--- src/rtl/bus_arbiter.sv ---
`timescale 1ns/1ps
// bus_arbiter: round-robin arbiter that shares a single bus access engine
// between the Pi requester (REQ0) and the DMA requester (REQ1). It also
// handles the nBR / nBG / nBGACK ownership handshake with the external bus.
// Optional macro BUS_ARB_HOLD_EN: keep bus ownership for HOLD_CYCLES idle
// cycles after the last transfer instead of releasing it immediately.
module bus_arbiter #(
  parameter int unsigned HOLD_CYCLES = 64
) (
  input  logic        SYSCLK,
  input  logic        RESET,
  input  logic        REQ0_VALID,
  input  logic [29:0] REQ0_CMD,
  input  logic [31:0] REQ0_WDATA,
  output logic        REQ0_ACK,
  input  logic        REQ1_VALID,
  input  logic [29:0] REQ1_CMD,
  input  logic [31:0] REQ1_WDATA,
  output logic        REQ1_ACK,
  output logic        ENG_START,
  output logic [29:0] ENG_CMD,
  output logic [31:0] ENG_WDATA,
  input  logic        ENG_DONE,
  output logic        DONE,
  output logic        DONE_ID,
  input  logic        nBG_SYNC,
  output logic        BR_DRIVE,
  output logic        BGACK_DRIVE,
  output logic        OWNED
);

  typedef enum logic [2:0] {
    IDLE,
    ARB_REQ,
    OWN,
    ISSUE,
    WAIT_DONE,
    RELEASE
  } state_e;

  // A hold window of zero idle cycles has no meaning for this handshake.
  if (HOLD_CYCLES < 1) begin : g_hold_check
    $error("bus_arbiter: HOLD_CYCLES must be at least 1");
  end

  state_e      state_q, state_d;
  logic        last_q, last_d;
  logic        owner_q, owner_d;
  logic [29:0] cmd_q, cmd_d;
  logic [31:0] wdata_q, wdata_d;
  logic        done_q, done_d;
  logic        done_id_q, done_id_d;
  logic        any_valid;
  logic        winner;

`ifdef BUS_ARB_HOLD_EN
  localparam int unsigned CNT_W = (HOLD_CYCLES > 1) ? $clog2(HOLD_CYCLES) : 1;
  logic [CNT_W-1:0] hold_cnt_q, hold_cnt_d;
`endif

  assign any_valid = REQ0_VALID | REQ1_VALID;
  // With both requesting, the one not served last goes next; otherwise the
  // single active requester wins.
  assign winner = (REQ0_VALID && REQ1_VALID) ? ~last_q : ~REQ0_VALID;

  // Next-state logic: ownership handshake, arbitration and engine sequencing.
  always_comb begin
    state_d   = state_q;
    last_d    = last_q;
    owner_d   = owner_q;
    cmd_d     = cmd_q;
    wdata_d   = wdata_q;
    done_d    = 1'b0;
    done_id_d = done_id_q;
`ifdef BUS_ARB_HOLD_EN
    hold_cnt_d = '0;
`endif
    case (state_q)
      IDLE: begin
        if (any_valid) state_d = ARB_REQ;
      end
      ARB_REQ: begin
        if (!nBG_SYNC) state_d = OWN;
      end
      OWN: begin
        if (any_valid) begin
          state_d = ISSUE;
          owner_d = winner;
          last_d  = winner;
          cmd_d   = winner ? REQ1_CMD : REQ0_CMD;
          wdata_d = winner ? REQ1_WDATA : REQ0_WDATA;
        end else begin
`ifdef BUS_ARB_HOLD_EN
          if (hold_cnt_q == CNT_W'(HOLD_CYCLES - 1)) begin
            state_d = RELEASE;
          end else begin
            hold_cnt_d = hold_cnt_q + 1'b1;
          end
`else
          state_d = RELEASE;
`endif
        end
      end
      ISSUE: begin
        state_d = WAIT_DONE;
      end
      WAIT_DONE: begin
        if (ENG_DONE) begin
          state_d   = OWN;
          done_d    = 1'b1;
          done_id_d = owner_q;
        end
      end
      RELEASE: begin
        state_d = IDLE;
      end
      default: begin
        state_d = IDLE;
      end
    endcase
  end

  // State and datapath registers; reset abandons any in-flight cycle.
  always_ff @(posedge SYSCLK or posedge RESET) begin
    if (RESET) begin
      state_q    <= IDLE;
      last_q     <= 1'b1;
      owner_q    <= 1'b0;
      cmd_q      <= '0;
      wdata_q    <= '0;
      done_q     <= 1'b0;
      done_id_q  <= 1'b0;
`ifdef BUS_ARB_HOLD_EN
      hold_cnt_q <= '0;
`endif
    end else begin
      state_q    <= state_d;
      last_q     <= last_d;
      owner_q    <= owner_d;
      cmd_q      <= cmd_d;
      wdata_q    <= wdata_d;
      done_q     <= done_d;
      done_id_q  <= done_id_d;
`ifdef BUS_ARB_HOLD_EN
      hold_cnt_q <= hold_cnt_d;
`endif
    end
  end

  // Outputs decode the registered state, so they are glitch-free and all
  // drop to zero as soon as reset is applied.
  assign BR_DRIVE    = (state_q == ARB_REQ);
  assign BGACK_DRIVE = state_q inside {OWN, ISSUE, WAIT_DONE, RELEASE};
  assign OWNED       = state_q inside {OWN, ISSUE, WAIT_DONE};
  assign ENG_START   = (state_q == ISSUE);
  assign REQ0_ACK    = ENG_START & ~owner_q;
  assign REQ1_ACK    = ENG_START & owner_q;
  assign ENG_CMD     = cmd_q;
  assign ENG_WDATA   = wdata_q;
  assign DONE        = done_q;
  assign DONE_ID     = done_id_q;

endmodule
--- config.mk ---
export PLATFORM = sky130hd
export DESIGN_NAME = bus_arbiter
export DESIGN_NICKNAME = d
export VERILOG_FILES = /design/src/rtl/bus_arbiter.sv
export SDC_FILE = /design/constraint.sdc
export NUM_CORES = 1
export LEC_CHECK = 0
export CORE_ASPECT_RATIO = 0.9
export CORE_UTILIZATION = 39
export CTS_CLUSTER_DIAMETER = 200
export CTS_CLUSTER_SIZE = 40
export DETAILED_ROUTE_END_ITERATION = 7
export PLACE_DENSITY = 0.8
export SLEW_MARGIN = 40
export SYNTH_ARGS = -nofsm -noshare
export SYNTH_HDL_FRONTEND = slang
export SYNTH_SLANG_ARGS = --single-unit
--- constraint.sdc ---
create_clock -name SYSCLK -period 2.7 [get_ports SYSCLK]
set_input_delay 0.54 -clock SYSCLK [delete_from_list [all_inputs] [get_ports SYSCLK]]
set_output_delay 0.54 -clock SYSCLK [all_outputs]
set_load 0.03 [all_outputs]
======== After elaboration in Yosys (flattened, before gate mapping) ========
Cells that the tools add are included.
operators by class
  reductions and logical operators ........ 7
  shifts and indexed selects .............. 0
  eq/ne operators ......................... 8
  $lt $le $gt $ge ......................... 0
  multipliers ............................. 0
  multiplexer cells ....................... 10
  $add $sub $neg .......................... 0
  divide/modulo/power cells ............... 0
  bitwise gates (word level) .............. 6
operator list
  kind                number
  $mux 32             1
  $mux 30             1
  $pmux 3 s5          1
  $mux 3              4
  $eq 3x2->1 const B  2
  $eq 3x3->1 const B  2
  $ne 2x2->1 const B  3
  $reduce_and 2->1    2
  $reduce_bool 4->1   1
  $eq 3x1->1 const B  1
  $logic_not 3->1     1
  $mux 1              3
  $not 1->1           3
  $reduce_and 3->1    1
  $reduce_bool 3->1   1
  $and 1x1->1         2
  $logic_and 1x1->1   1
  $or 1x1->1          1
word-level totals
  bits in read-only memories .............. 0
  latch bits .............................. 0
  flip-flop bits (word level) ............. 69
  memories kept ........................... 0
  input port bits ......................... 130
  memory bits (writable) .................. 0
  logic and storage cells ................. 38
  output and inout bits ................... 70

======== Longest topological paths before layout ========
Gate-level depths: netlist (run 1).
  depth after elaboration ................. 3
  gate-level depth with buffers ........... 6
  gate-level depth less buffers ........... 3

======== Least setup slack after synthesis (run 1) ========
No wires, ideal clock.
  path type ............................... register to output
  start ................................... register state_q[0]
  end ..................................... output port REQ0_ACK
  required time ........................... 2160 ps
  path slack .............................. 273 ps
  stages on the path, launching flop included .. 4
  buffers on the path ..................... 0
  arrival time ............................ 1887 ps
  path through ............................ dfrtp_1 -> inv_1 -> nor3b_1 -> nor2b_1
between the ends
  cells in the longest elaborated chain, start to end .. 2
ends and longest elaborated chain
  item                    RTL line  source
  start, declared         46        state_e state_q, state_d;
  start signal, assigned  137       state_q <= state_d;
  $eq 3x2->1              155       assign ENG_START = (state_q == ISSUE);
  via ENG_START           20        output logic ENG_START,
  $and 1x1->1             156       assign REQ0_ACK = ENG_START & ~owner_q;
  end, declared           15        output logic REQ0_ACK,
The timed path passes the listed nets, and every way through them passes these cells.

======== Final worst setup path (run 1) ========
  start ................................... register state_q[1]
  end ..................................... output port OWNED
between the ends
  cells in the longest elaborated chain, start to end .. 2
  elaborated cells on any way between the ends .. 4
  those cells by class .................... 3 x eq/ne; 1 x reduce/logical
ends and longest elaborated chain
  item                                             RTL line  source
  $eq 3x2->1 / $eq 3x3->1 (equally long branches)  154       assign OWNED = state_q inside {OWN, ISSUE, WAIT_DONE};
  $reduce_bool 3->1 *                              154
  end, declared                                    29        output logic OWNED
Mark *: on every way between the ends. The rest lies on a longest branch, timed or not.

==> impl_metrics.csv, run 1 <==
group,metric,value,unit
die,dieHeight,94.3,um
yosys,netlist_area,0.00369,sq mm
drt,dr_total_vias,3863,
yosys,synth-edff-count,0,
timing,setup_viol,0,
yosys,syn_avg_cell_area,9.32,sq um
final_layout,num_antenna_cells,0,
worst_setup_path,crit_arrival,2.05,ns
die,core,0.00917,sq mm
drt,vias_per_cell,5.58,
timing,clock_skew,0.0125,ns
timing,finalCritPeriodShare,96.1,%
clocking,root_buffer,"clkbuf_8",
worst_setup_path,cp_slowest_cell,"clkdlybuf4s50_1",
worst_hold_path,hp-start,"DONE_ID",
final_layout,syn2layout_area_growth,59.3,%
global_route,track_usage,24.1,%
final_layout,utilization,64.1,%
worst_setup_path,cp.required,2.16,ns
clocking,cts_max_level,3,
worst_setup_path,cp-startpoint,"state_q[1]",
timing,worst_pin_slew,0.699,ns
drt,drt_wl_total,11800,um
clocking,clkSlewWorstSetupHoldPaths,0.08,ns
die,row_count,33,
worst_setup_path,crit_chain,"or3b_1 > nand2_1 > clkdlybuf4s50_1",
timing,fin_crit,2.59,ns
global_route,grt_start_max_net_pins,70,
die,ioPinCount,200,
final_layout,finalNonFillerCells,692,
final_layout,post_route_cells_drive_above_1_share,6.49,%
worst_setup_path,crit_path_start_kind,"flop",
worst_setup_path,crit_family,"buffers and inverters",
pwr,power.density,1120,mW/mm^2
drt,firstDrtPassIters,4,
pwr,p_leak,0.00222,uW
clocking,postCtsHoldBufs,0,
yosys,ys.flop_type,"dfrtp_1",
run_status,status,"finished clean",
drt,antenna_left,0,
yosys,synth_cells,396,
yosys,synth-seq-cells,69,
worst_setup_path,worstSetupEndpointType,"primary output",
global_route,grt_pass1_wl,18700,um
global_route,grt_overflow,0,
global_route,grt_pass1_vias,3697,
yosys,ys_top_cells_by_area,"dfrtp_1, nand3b_1, a31oi_1",
yosys,synthesis.nets,526,
worst_setup_path,path_buf_inv,1,
yosys,ys_warn_count,0,
placed_design,dp.cells,677,
drt,route.detailed.drc,0,
clocking,cts_tree,"yes",
yosys,synth_cell_types,31,
pwr,peakVddDrop,0.000487,V
global_route,antenna_found_initial,0,
clocking,cts_buffer_depth,2,
die,initial_core_util,40.3,%
timing,final_max_slew_viol_count,0,
timing,fin_hold_ws,0.489,ns
timing,fin_setup_tns,0,ns
yosys,synth_top_area_share,46.1,%
yosys,synth_most_common_cell,"dfrtp_1",
drt,initialDrtViolationCount,163,
worst_setup_path,cp_max_fo,9,
timing,fmax,0.386,GHz
yosys,synth_seq_area_share,46.8,%
worst_setup_path,r2r_start,"state_q[1]",
worst_setup_path,max_stage_delay,0.68,ns
placed_design,place_congestion,0.847,
placed_design,port-buffer-count,199,
die,die_area,0.00985,sq mm
flow_run,cap_viol_max_count,0,
drt,wire_per_inst,17.0,um
worst_setup_path,crit_type,"flop to primary output",
timing,maxSlewHeadroom,53.4,%
timing,rsz0062_at_grt,"false",
clocking,numCtsBuffers,9,
yosys,yosys-top-cells-count,"dfrtp_1, nand3b_1, o21ai_0",
final_layout,fin_nets,696,
final_layout,fillers,811,
die,die_w,105,um
clocking,insertion_delay,0.34,ns
worst_hold_path,hp-class,"flop to flop",
yosys,synthArstFlopShare,100,%
placed_design,dpl.hpwl,7710,um
yosys,yosys.area.top_type,"dfrtp_1",
clocking,clock_sinks,69,
timing,hold_viol_final,0,
## cell families after synthesis
family	count (synthesis)	share of synthesized area (%)
buffers and inverters	54	7.66
multiplexers	3	1.12
AND/OR/NAND/NOR	78	15.8
XOR/XNOR	1	0.237
AO/OA/AOI/OAI	191	28.4
flip-flops	69	46.8
## per-layer routing
metal / track usage (%) / routed length (um) / up-vias
li1: - / - / 1819
met1: 29.1 / 4930 / 1861
met2: 42.0 / 5750 / 167
met3: 6.24 / 909 / 16
met4: 7.86 / 189 / 0
met5: 0 / 0 / -
## cell usage in the layout, fill, tap and decap left out, drive strengths merged, types with 5 or more instances in the layout
master / netlist / routed
nand3b: 63 / 63
o21ai: 63 / 63
inv: 5 / 5
clkbuf: 24 / 11
dfrtp: 68 / 68
a21oi: 62 / 62
clkdlybuf4s50: 0 / 196
a31oi: 62 / 62
buf: 25 / 10
## state kept, by name, indices dropped and copies added, names as in the netlist
register,cells
last_q,1
DONE_ID,1
owner_q,1
ENG_CMD,30
state_q,3
DONE,1
ENG_WDATA,32
## path summary, 6_finish.rpt
kind,cells past startpoint,slack (ns),to
setup / recovery,3,0.11,OWNED
hold / removal,1,0.49,DONE_ID
setup reg to reg,4,0.92,ENG_WDATA[5]
hold reg to reg,1,0.49,DONE_ID
max in group asynchronous,3,1.72,last_q
min in group asynchronous,3,0.59,ENG_CMD[24]
## repair_timing
action / in CTS / in global routing
endpoints found under the setup margin: 3 / 2
resized for setup: 1 / 2
buffers inserted: 0 / 0
## where the power goes
part | leakage, uW | switching (uW) | internal, uW | total, uW
logic | 0.00134 | 2210 | 1620 | 3830
clock network | 0.000101 | 386 | 469 | 855
registers | 0.000780 | 333 | 1560 | 1890
total | 0.00222 | 2930 | 3650 | 6580
## stage by stage
step                cell area, sq um  total power, uW  worst slack, ns
floorplan                       3690             4200            0.273
global placement                5670             5660            0.369
detailed placement              5670             5750            0.301
CTS                             5870             6620           0.0824
global route                    5880             6970           0.0323
finish                          5880             6580            0.106
## cell type report
cell class                      instances  area, sq um  share of cell area [%]
Clock inverter                          4         47.5                   0.809
Inverter                                5         21.3                   0.362
Sequential cell                        69         1730                    29.4
Multi-Input combinational cell        273         1690                    28.8
Tap cell                              122          153                    2.60
Timing Repair Buffer                  208         2080                    35.5
Clock buffer                           11          151                    2.58
No activity file was read; power rests on OpenSTA's default activity.
==> inputs of run 2 (changes only) <==
- ABC_CLOCK_PERIOD_IN_PS: default -> 2700
==> results of run 2 <==
Final layout, timing and power as in run 1 (identical DEF).
==> inputs of run 3 (changes only) <==
- ABC_CLOCK_PERIOD_IN_PS: 2700 -> default
==> results of run 3 <==
Final layout, timing and power as in run 1 (identical DEF).
